### src/rtl/btn_debounce_pulse_pkg.sv
// btn_debounce_pulse_pkg: FSM state encoding and counter-width helpers for the button conditioner
package btn_debounce_pulse_pkg;

    typedef enum logic [1:0] {
        IDLE        = 2'd0,
        PRESS_CHK   = 2'd1,
        HELD        = 2'd2,
        RELEASE_CHK = 2'd3
    } state_e;

    function automatic int clog2(input int v);
        int r = 0;
        for (int x = v - 1; x > 0; x = x >> 1) r++;
        return r;
    endfunction

    function automatic int max2(input int a, input int b);
        return a > b ? a : b;
    endfunction

endpackage

### src/rtl/btn_debounce_pulse_sync_2ff.sv
// btn_debounce_pulse_sync_2ff: 1-bit two-flop synchroniser, async active-low reset to 0
module btn_debounce_pulse_sync_2ff (
    input  logic clock,
    input  logic reset,
    input  logic d,
    output logic q
);

    logic s1_q, sync_q;

    always_ff @(posedge clock or negedge reset) begin
        if (!reset) begin
            s1_q   <= 1'b0;
            sync_q <= 1'b0;
        end else begin
            s1_q   <= d;
            sync_q <= s1_q;
        end
    end

    assign q = sync_q;

endmodule

### src/rtl/btn_debounce_pulse.sv
// btn_debounce_pulse: synchronise, debounce and one-shot a push button into a count pulse and a level.
// Define BTN_AUTO_REPEAT_EN to add hold-to-repeat pulses while the button stays pressed.
module btn_debounce_pulse
    import btn_debounce_pulse_pkg::*;
#(
    parameter int DEBOUNCE_CYCLES = 1000000,
    parameter int REPEAT_DELAY    = 50000000,
    parameter int REPEAT_PERIOD   = 10000000
) (
    input  logic clock,
    input  logic reset,
    input  logic btn_in,
    output logic pulse,
    output logic level
);

    localparam int            CW       = clog2(max2(DEBOUNCE_CYCLES, 2));
    localparam logic [CW-1:0] CNT_LAST = CW'(DEBOUNCE_CYCLES - 1);

    if (DEBOUNCE_CYCLES < 1 || REPEAT_DELAY < 1 || REPEAT_PERIOD < 1) begin : g_bad_param
        $error("btn_debounce_pulse: cycle parameters must be >= 1");
    end

    logic          btn_sync;
    state_e        state_q, state_d;
    logic [CW-1:0] cnt_q, cnt_d;
    logic          pulse_q, pulse_d, level_q, level_d;
    logic          cnt_last, press_acc, rel_done, rep_fire;

    btn_debounce_pulse_sync_2ff u_sync_2ff (
        .clock(clock),
        .reset(reset),
        .d    (btn_in),
        .q    (btn_sync)
    );

    assign cnt_last  = cnt_q == CNT_LAST;
    assign press_acc = state_q == PRESS_CHK && btn_sync && cnt_last;
    assign rel_done  = state_q == RELEASE_CHK && !btn_sync && cnt_last;

`ifdef BTN_AUTO_REPEAT_EN
    localparam int RW = clog2(max2(max2(REPEAT_DELAY, REPEAT_PERIOD), 2));

    logic [RW-1:0] rep_cnt_q, rep_cnt_d;
    logic          rep_arm_q, rep_arm_d, rep_hit;

    // rep_arm_q selects the first-repeat delay versus the steady repeat period
    assign rep_hit  = rep_cnt_q == (rep_arm_q ? RW'(REPEAT_PERIOD - 1) : RW'(REPEAT_DELAY - 1));
    assign rep_fire = state_q == HELD && btn_sync && rep_hit;

    always_comb begin
        rep_cnt_d = rep_cnt_q;
        rep_arm_d = rep_arm_q;
        if (press_acc || rel_done) begin
            rep_cnt_d = '0;
            rep_arm_d = 1'b0;
        end else if (state_q == HELD && btn_sync) begin
            rep_cnt_d = rep_hit ? '0 : rep_cnt_q + 1'b1;
            rep_arm_d = rep_arm_q | rep_hit;
        end
    end

    always_ff @(posedge clock or negedge reset) begin
        if (!reset) begin
            rep_cnt_q <= '0;
            rep_arm_q <= 1'b0;
        end else begin
            rep_cnt_q <= rep_cnt_d;
            rep_arm_q <= rep_arm_d;
        end
    end
`else
    assign rep_fire = 1'b0;
`endif

    always_comb begin
        state_d = state_q;
        cnt_d   = cnt_q;
        pulse_d = press_acc | rep_fire;
        level_d = press_acc ? 1'b1 : rel_done ? 1'b0 : level_q;
        case (state_q)
            IDLE: begin
                state_d = btn_sync ? PRESS_CHK : IDLE;
                cnt_d   = '0;
            end
            PRESS_CHK: begin
                state_d = !btn_sync ? IDLE : cnt_last ? HELD : PRESS_CHK;
                cnt_d   = cnt_q + CW'(btn_sync && !cnt_last);
            end
            HELD: begin
                state_d = btn_sync ? HELD : RELEASE_CHK;
                cnt_d   = '0;
            end
            RELEASE_CHK: begin
                state_d = btn_sync ? HELD : cnt_last ? IDLE : RELEASE_CHK;
                cnt_d   = cnt_q + CW'(!btn_sync && !cnt_last);
            end
            default: state_d = IDLE;
        endcase
    end

    always_ff @(posedge clock or negedge reset) begin
        if (!reset) begin
            state_q <= IDLE;
            cnt_q   <= '0;
            pulse_q <= 1'b0;
            level_q <= 1'b0;
        end else begin
            state_q <= state_d;
            cnt_q   <= cnt_d;
            pulse_q <= pulse_d;
            level_q <= level_d;
        end
    end

    assign pulse = pulse_q;
    assign level = level_q;

endmodule

### config.mk
export PLATFORM = sky130hd
export DESIGN_NAME = btn_debounce_pulse
export DESIGN_NICKNAME = d
export VERILOG_FILES = /design/src/rtl/btn_debounce_pulse_pkg.sv /design/src/rtl/btn_debounce_pulse_sync_2ff.sv /design/src/rtl/btn_debounce_pulse.sv
export SDC_FILE = /design/constraint.sdc
export NUM_CORES = 1
export LEC_CHECK = 0
export ABC_AREA = 1
export ABC_CLOCK_PERIOD_IN_PS = 4900
export CAP_MARGIN = 20
export CORE_ASPECT_RATIO = 1.2
export CORE_MARGIN = 5
export CORE_UTILIZATION = 40
export DETAILED_ROUTE_END_ITERATION = 8
export PLACE_DENSITY = 0.62
export SLEW_MARGIN = 20
export SYNTH_ARGS = -nofsm -noshare
export SYNTH_HDL_FRONTEND = slang
export SYNTH_SLANG_ARGS = --single-unit
### constraint.sdc
create_clock -name clock -period 4.9 [get_ports clock]
set_clock_uncertainty 0.05 [all_clocks]
set_input_delay 0.98 -clock clock [delete_from_list [all_inputs] [get_ports clock]]
set_output_delay 0.98 -clock clock [all_outputs]
set_load 0.01 [all_outputs]
== Word level (Yosys, flattened, before mapping) ==
Cells that the tools add are included.

* Flip-flop bits (word level): 26
* Bits in latches: 0
* Memory bits (writable): 0
* Bits in read-only memories: 0
* Bits of input ports: 3
* Output and inout port bits: 2
* Logic and storage cells: 33
* Memories: 0

* $add $sub $neg: 2
* Multiply operators: 0
* Divide/modulo/power cells: 0
* $lt $le $gt $ge: 0
* Equal/unequal tests: 4
* Shifts and indexed selects: 0
* Muxes and demuxes: 10
* Bitwise gates (word level): 0
* Reduce and logical (&&, ||, !) cells: 11

{| class="wikitable"
|+ Operators by type and width
! cell !! count
|-
| 20-bit one-hot mux with 3 select lines || 1
|-
| 20-bit by 1-bit adder with 20-bit output || 2
|-
| 20-bit equality test (second input constant) || 1
|-
| 2-bit 2-to-1 mux || 4
|-
| 2-bit one-hot mux with 4 select lines || 1
|-
| 1-bit logical AND || 6
|-
| 2-bit equality test (second input constant) || 2
|-
| 1-bit 2-to-1 mux || 4
|-
| 2-bit by 1-bit equality test with 1-bit output (second input constant) || 1
|-
| 1-bit zero test || 2
|-
| 2-bit zero test || 1
|-
| 2-bit nonzero test || 1
|-
| 2-bit OR reduction || 1
|}

== Logic depth before layout (Yosys ltp) ==
Gate-level depths: netlist of the first run.

* Word-level depth: 5
* Gate-level depth with buffers: 14
* Gate-level depth less buffers: 14

== By module ==
Synthesis of the first run repeated with hierarchy kept, for this count alone.

* Cells, all modules: 196
* Area total of the unflattened synthesis: 1,447.6 um^2

{| class="wikitable"
|+ Modules (own cells, without submodules)
! module !! times used !! cells an instance !! area each (um^2) !! sequential area each (um^2)
|-
| btn_debounce_pulse || 1 || 194 || 1,397.6 || 600.6
|-
| btn_debounce_pulse_sync_2ff || 1 || 2 || 50.0 || 50.0
|}

== Worst setup path before layout of the first run ==
No wires, ideal clock.

* Path type: register to register
* From: register state_q[0]
* To: register cnt_q[15]
* Setup time: 134 ps
* Arrival: 1,865 ps
* Required time: 4,716 ps
* Setup slack: 2,850 ps
* Cell stages (with the launch flop): 13
* Path buffers: 1
* Clock period less this slack: 2,050 ps
* Cells stage by stage: dfrtp_1 > buf_2 > nand2_1 > inv_1 > ha_1 > nor2_1 > ha_1 > nand2_2 > nor2_8 > nand2_2 > nor2_1 > xor2_1 > nor2_1

* Word-level cells in the longest chain between the ends: 3
* Elaborated cells on any way between the ends: 6
* Classes of those cells: 3 x eq/ne; 1 x mux; 2 x reduce/logical

{| class="wikitable"
|+ Ends and longest elaborated chain
! element !! line !! text
|-
| start: declaration || btn_debounce_pulse.sv:25 || <nowiki>state_e state_q, state_d;</nowiki>
|-
| start signal: assignment || btn_debounce_pulse.sv:109 || <nowiki>state_q <= state_d;</nowiki>
|-
| 2-bit equality test or 2-bit zero test (tied branches) || btn_debounce_pulse.sv:81 || <nowiki>case (state_q)</nowiki>
|-
| 2-bit OR reduction (no source line) || - ||
|-
| 20-bit one-hot mux with 3 select lines * || btn_debounce_pulse.sv:81 ||
|-
| net cnt_d[15] || btn_debounce_pulse.sv:26 || <nowiki>logic [CW-1:0] cnt_q, cnt_d;</nowiki>
|-
| end signal: assignment || btn_debounce_pulse.sv:110 || <nowiki>cnt_q <= cnt_d;</nowiki>
|-
| end: declaration || btn_debounce_pulse.sv:26 ||
|}

The timed path passes the listed nets; every way through them passes the cells marked *.
A chain may end at the register's enable or synchronous reset.

== Worst setup path in the final report of the first run ==
Ends and elaborated chain as after synthesis.

==> results of run 1 <==
==> worst max-delay path, delay by kind of cell, from the launching register on <==
kind	cells	cell delay (ns)
xor gates and xnor gates	1	0.15
buffers and inverters	1	0.07
and+or+nand+nor	7	0.79
DFF	1	0.61
adders and majority gates	2	0.43
==> kinds of logic after synthesis <==
group           share of synthesized area (%)
compound gates                           6.86
xor+xnor                                 1.80
fa+ha+maj                                2.57
buf+inv                                  5.75
flops                                    44.6
simple gates                             38.4
==> worst paths after layout <==
check                               endpoint  cells after the start  slack [ns]
worst max-delay path               cnt_q[15]                     11        2.70
max in group asynchronous           cnt_q[6]                      2        3.52
min in group asynchronous          cnt_q[12]                      2        1.01
worst min-delay path            u_sync_2ff.q                      0        0.30
worst min register to register  u_sync_2ff.q                      0        0.30
worst max register to register     cnt_q[15]                     11        2.70
==> per-layer routing <==
layer | GRT usage, % | vias to the layer above
met5 | 0 | -
met4 | 4.36 | 0
met3 | 2.36 | 5
met2 | 19.9 | 14
met1 | 16.9 | 551
li1 | - | 613
==> registers in the layout, summed over array words and instances, names as in the netlist <==
signal,flops
u_sync_2ff.q,1
state_q,2
pulse,1
u_sync_2ff.s1_q,1
cnt_q,20
level,1
==> power by group <==
part | internal, W | leakage [nW] | switching (W)
logic | 0.00000490 | 0.331 | 0.0000100
clock network | 0.0000718 | 0.0288 | 0.0000668
registers | 0.000217 | 0.355 | 0.00000354
total | 0.000294 | 0.715 | 0.0000804
==> placed cells by master (no fill, tap or decap) <==
cell             count
nor3b_2              1
inv_1               19
a22oi_1              1
a21oi_1             10
buf_4                1
nor3b_1              2
nor2b_1              1
clkdlybuf4s50_1      4
xor2_1               3
nor2_2               6
o21ai_0              5
clkbuf_8             4
nand3_1             11
nor2_8               1
o21a_1               1
nor2_4               2
nand2_2              5
o21ai_1              2
inv_2                1
ha_1                 3
nand2_4              1
nor3_2               2
dfrtp_1             26
nor2_1              31
nor3_1               3
and2_1               2
nand2_1             46
nand4_1              2
==> metrics by stage <==
stage	utilization [%]	std cells	power, W	hold WS, ns
after global placement	43.3	231	0.000241	0.283
after floorplan	-	189	0.000232	0.281
after detailed placement	43.3	231	0.000241	0.285
after global routing	44.8	235	0.000390	0.308
after CTS	44.8	235	0.000381	0.306
final	44.8	235	0.000374	0.303
==> layout make-up <==
class | instances | area [um2]
clock buffers | 4 | 55.1
fillers | 352 | 1970
inverters | 20 | 75.1
multi-input cells | 141 | 724
flip-flops and latches | 26 | 651
well taps | 39 | 48.8
repair buffers | 5 | 47.5
==> flow_metrics.tcl, run 1 <==
set metrics [dict create \
    cp.required_ns 5.00 \
    ctsResizeCount 0 \
    wl_met1_um 1330 \
    drtIter0Drc 64 \
    async_flop_share_pct 100 \
    final-setup-viol-count 0 \
    status "finished clean" \
    clk_latency_ns 0.27 \
    antennaDiodeCount 0 \
    path_class "flip-flop to flip-flop" \
    htreeDepth 1 \
    slew_headroom_pct 71.4 \
    yosys-top-cells-area "dfrtp_1 (45%), nand2_1 (12%), nor2_1 (8.0%), inv_1 (4.9%), nand3_1 (3.8%)" \
    die_h_um 76.2 \
    period_share_pct 45.0 \
    hpwl_um 2130 \
    yosysTopAreaCellShare_pct 44.6 \
    leakage_nw 0.715 \
    worst_pin_slew_ns 0.428 \
    post_drt_wl_per_cell_um 11.9 \
    crit_path_frequent_cell "nor2_1" \
    hp-start "u_sync_2ff.s1_q" \
    syn_area_um2 1460 \
    hold_path.class "flip-flop to flip-flop" \
    finalWeightedCongestion 0.867 \
    clk_pin_slew_ns 0.09 \
    synth_flop_cell "dfrtp_1" \
    dpl_cell_area_um2 1550 \
    cts_setup_buffers 0 \
    die_area_um2 4960 \
    grt_pass1_wl_um 4930 \
    rsz0062_at_grt "no" \
    start_util_pct 40.8 \
    first_pass_iters 4 \
    ctsHoldBuffers 0 \
    cts_buffers 3 \
    cpPeakStageDelay_ns 0.61 \
    wirelength_um 2790 \
    pwr_density_cell_nw_per_um2 234 \
    final.setup.worst_slack_ns 2.70 \
    ios 5 \
    synth-edff-count 0 \
    die_w_um 65.1 \
    grt_max_degree 27 \
    ys_types 27 \
    antenna_left 0 \
    cp-start-kind "flip-flop" \
    cts_tree "built" \
    critPathMaxFanout 15 \
    syn_avg_cell_area_um2 7.72 \
    final_area_um2 1600 \
    wl_met3_um 77 \
    drv_slew 0 \
    grt_usage_pct 12.5 \
    maxCapViolCount 0 \
    yosysTopAreaCell "dfrtp_1" \
    worstSetupStartpoint "state_q[0]" \
    place_ws_ns 2.68 \
    r2r-start "state_q[0]" \
    grt_pass1_vias 1092 \
    tns_ns 0 \
    avgViaCountPerCell 5.03 \
    num_rows 24 \
    route.met2.wl_um 1330 \
    area_growth_pct 9.78 \
    final_nets 203 \
    yosys_warnings 0 \
    max_freq_ghz 0.454 \
    synthTopCellsByCount "nand2_1 (46), nor2_1 (31), dfrtp_1 (26)" \
    crit_chain "nand2_1 -> inv_1 -> ha_1 -> nor2_1 -> ha_1 -> nand2_2 -> nor2_8 -> nand2_2 -> nor2_1 -> xor2_1 -> nor2_1" \
    syn_inst 189 \
    ys_seq_elements 26 \
    io_buffer_count 4 \
    grt-ovfl-total 0 \
    drcViolationCount 0 \
    cp_data_arrival_time_ns 2.31 \
    syn-num-nets 195 \
    clockBufferDepth 2 \
    final_hold_viol_count 0 \
    antenna_found_initial 0 \
    drive_gt1_share_pct 12.2 \
    slowest_stage "dfrtp_1" \
    core_area_um2 3570 \
    maxUsedRoutingLayer "met4" \
    cts_sinks 26 \
    routed-via-count 1183 \
    post-route-min-period_ns 2.20 \
    yosysMostFrequentCell "nand2_1" \
    end_kind "flip-flop" \
    peakVddDrop_mv 0.0833 \
    root_buffer "clkbuf_8" \
    ys_seq_area_share_pct 44.6 \
]
Note: power is estimated with default switching activity, not from simulation.
==> inputs of run 2 (changes only) <==
- ABC_CLOCK_PERIOD_IN_PS: 4900 -> 1800
- PLACE_DENSITY: 0.62 -> 0.64
- clock period: 4.9 -> 1.8 ns (I/O delays scaled with it)
==> flow_metrics.tcl, run 2 (synthesis results as in run 1) <==
set metrics [dict create \
    status "finished with violations" \
    violations "negative setup slack" \
    core_area_um2 3570 \
    grt.busiest_layer "met2" \
    avgViaCountPerCell 4.92 \
    nFillCells 331 \
    end_kind "flip-flop" \
    num_rows 24 \
    die_area_um2 4960 \
    die_w_um 65.1 \
    grt_usage_pct 15.6 \
    post_drt_wl_per_cell_um 12.6 \
    final-setup-viol-count 10 \
    worst_pin_slew_ns 0.453 \
    finalWeightedCongestion 0.841 \
    antenna_found_initial 0 \
    final_nets 245 \
    drtIter0Drc 38 \
    htreeDepth 1 \
    layout_commonest_cell "nand2_1" \
    hpwl_um 2470 \
    dpl_cell_area_um2 1830 \
    top_register "cnt_q" \
    grtUsageMet3_pct 2.21 \
    root_buffer "clkbuf_8" \
    largest_reg_flops 20 \
    first_pass_iters 4 \
    drcViolationCount 0 \
    final_hold_viol_count 0 \
    die_h_um 76.2 \
    path_class "flip-flop to flip-flop" \
    met1_usage_pct 19.9 \
    cts_tree "built" \
    drv_slew 0 \
    cts_buffers 3 \
    max_freq_ghz 0.541 \
    critPathMaxFanout 4 \
    io_buffer_count 4 \
    pwr_density_cell_nw_per_um2 518 \
    start_util_pct 40.8 \
    ctsHoldBuffers 0 \
    final_core_utilization_pct 57.0 \
    grt-ovfl-total 0 \
    hold_path_depth 0 \
    use_met2_pct 25.3 \
    antenna_left 0 \
    grt_pass1_vias 1345 \
    wirelength_um 3490 \
    routed-via-count 1362 \
    cts_sinks 26 \
    peakVddDrop_mv 0.371 \
    reg2regPathDepth 14 \
    top_regs "cnt_q: 20 flops, state_q: 2 flops" \
    antennaDiodeCount 0 \
    multiInputGateArea_um2 842 \
    power.total_w 0.00106 \
    maxCapViolCount 0 \
    final_area_um2 2040 \
    ios 5 \
    hold_path.class "flip-flop to flip-flop" \
    period_share_pct 103 \
    drive_gt1_share_pct 36.6 \
    cp_data_arrival_time_ns 1.95 \
    seqCellArea_um2 651 \
    clk_pin_slew_ns 0.09 \
    final_cell_mix "nand2_1 (44), buf_4 (42), nor2_1 (28)" \
    grt_max_degree 27 \
    final.setup.worst_slack_ns -0.0497 \
    post-route-min-period_ns 1.85 \
    grt_pass1_wl_um 6000 \
    cp.required_ns 1.90 \
    area_growth_pct 39.7 \
    leakage_nw 0.989 \
    clk_latency_ns 0.28 \
    rsz0062_at_grt "yes" \
    cp-start-kind "flip-flop" \
    slew_headroom_pct 69.8 \
    clockBufferDepth 2 \
]
run 2: cell types whose count changed in the layout (fill, tap and decap cells not counted), moves of 4 or more:
cell	delta
buf_4	+41
nand3_1	-4
inv_1	-4
nand3_2	+4
inv_2	+4
run 2: layer usage:
layer	routed length (um)	vias to the layer above	share of wire, %
li1	-	697	-
met1	1590	634	46
met2	1680	22	48
met3	97	9	2.8
met4	119	0	3.4
met5	0	-	0
run 2: final timing paths:
| kind | start | endpoint | slack, ns |
|---|---|---|---|
| setup / recovery | cnt_q[7] | cnt_q[18] | -0.05 |
| hold / removal | u_sync_2ff.s1_q | u_sync_2ff.q | 0.31 |
| setup reg to reg | cnt_q[7] | cnt_q[18] | -0.05 |
| hold reg to reg | u_sync_2ff.s1_q | u_sync_2ff.q | 0.31 |
| max in group asynchronous | reset | cnt_q[17] | 1.03 |
| min in group asynchronous | reset | cnt_q[5] | 0.40 |
run 2: repair_timing:
item,CTS,global route
setup endpoints to repair,14,18
setup buffers,5,3
cloned,0,0
resized for setup,12,11
pin swaps,9,8
hold endpoints to repair,0,0
run 2: layout make-up:
cell class              count  share of cell area [%]
well taps                  39                    2.39
clock buffers               4                    2.70
inverters                  20                    3.68
repair buffers             47                    18.0
flip-flops and latches     26                    31.9
multi-input cells         141                    41.3
run 2: metrics by stage:
step           setup slack, ns  TNS [ns]  hold slack, ns  instances
6_report               -0.0497    -0.195           0.309        277
2_1_floorplan           -0.158     -1.01          0.0144        189
5_1_grt                 -0.173     -2.07           0.339        277
4_1_cts                -0.0334    -0.109           0.312        274
3_5_place_dp            -0.145    -0.718           0.290        265
3_3_place_gp            -0.134    -0.626           0.285        265
run 2: worst max-delay path, cell delays in order (launching register included):
cell and delay, ns:
dfrtp_1 0.39, inv_2 0.07, nand2_1 0.05, nor2_1 0.16
nand3_2 0.12, nor2_4 0.14, nor2_4 0.06, ha_2 0.17
nand2_2 0.12, buf_6 0.14, inv_1 0.05, nand2_1 0.06
nand2_1 0.04, nand2_1 0.05, nor2_1 0.04
run 2: power breakdown:
group,internal [W],switching (W)
registers,0.000591,0.00000417
clock network,0.000196,0.000190
logic,0.0000305,0.0000439
total,0.000818,0.000239
==> inputs of run 3 (changes only) <==
- CTS_CLUSTER_DIAMETER: not set -> 40
==> results of run 3 <==
The final DEF is identical to that of run 2; final timing and power are the same.
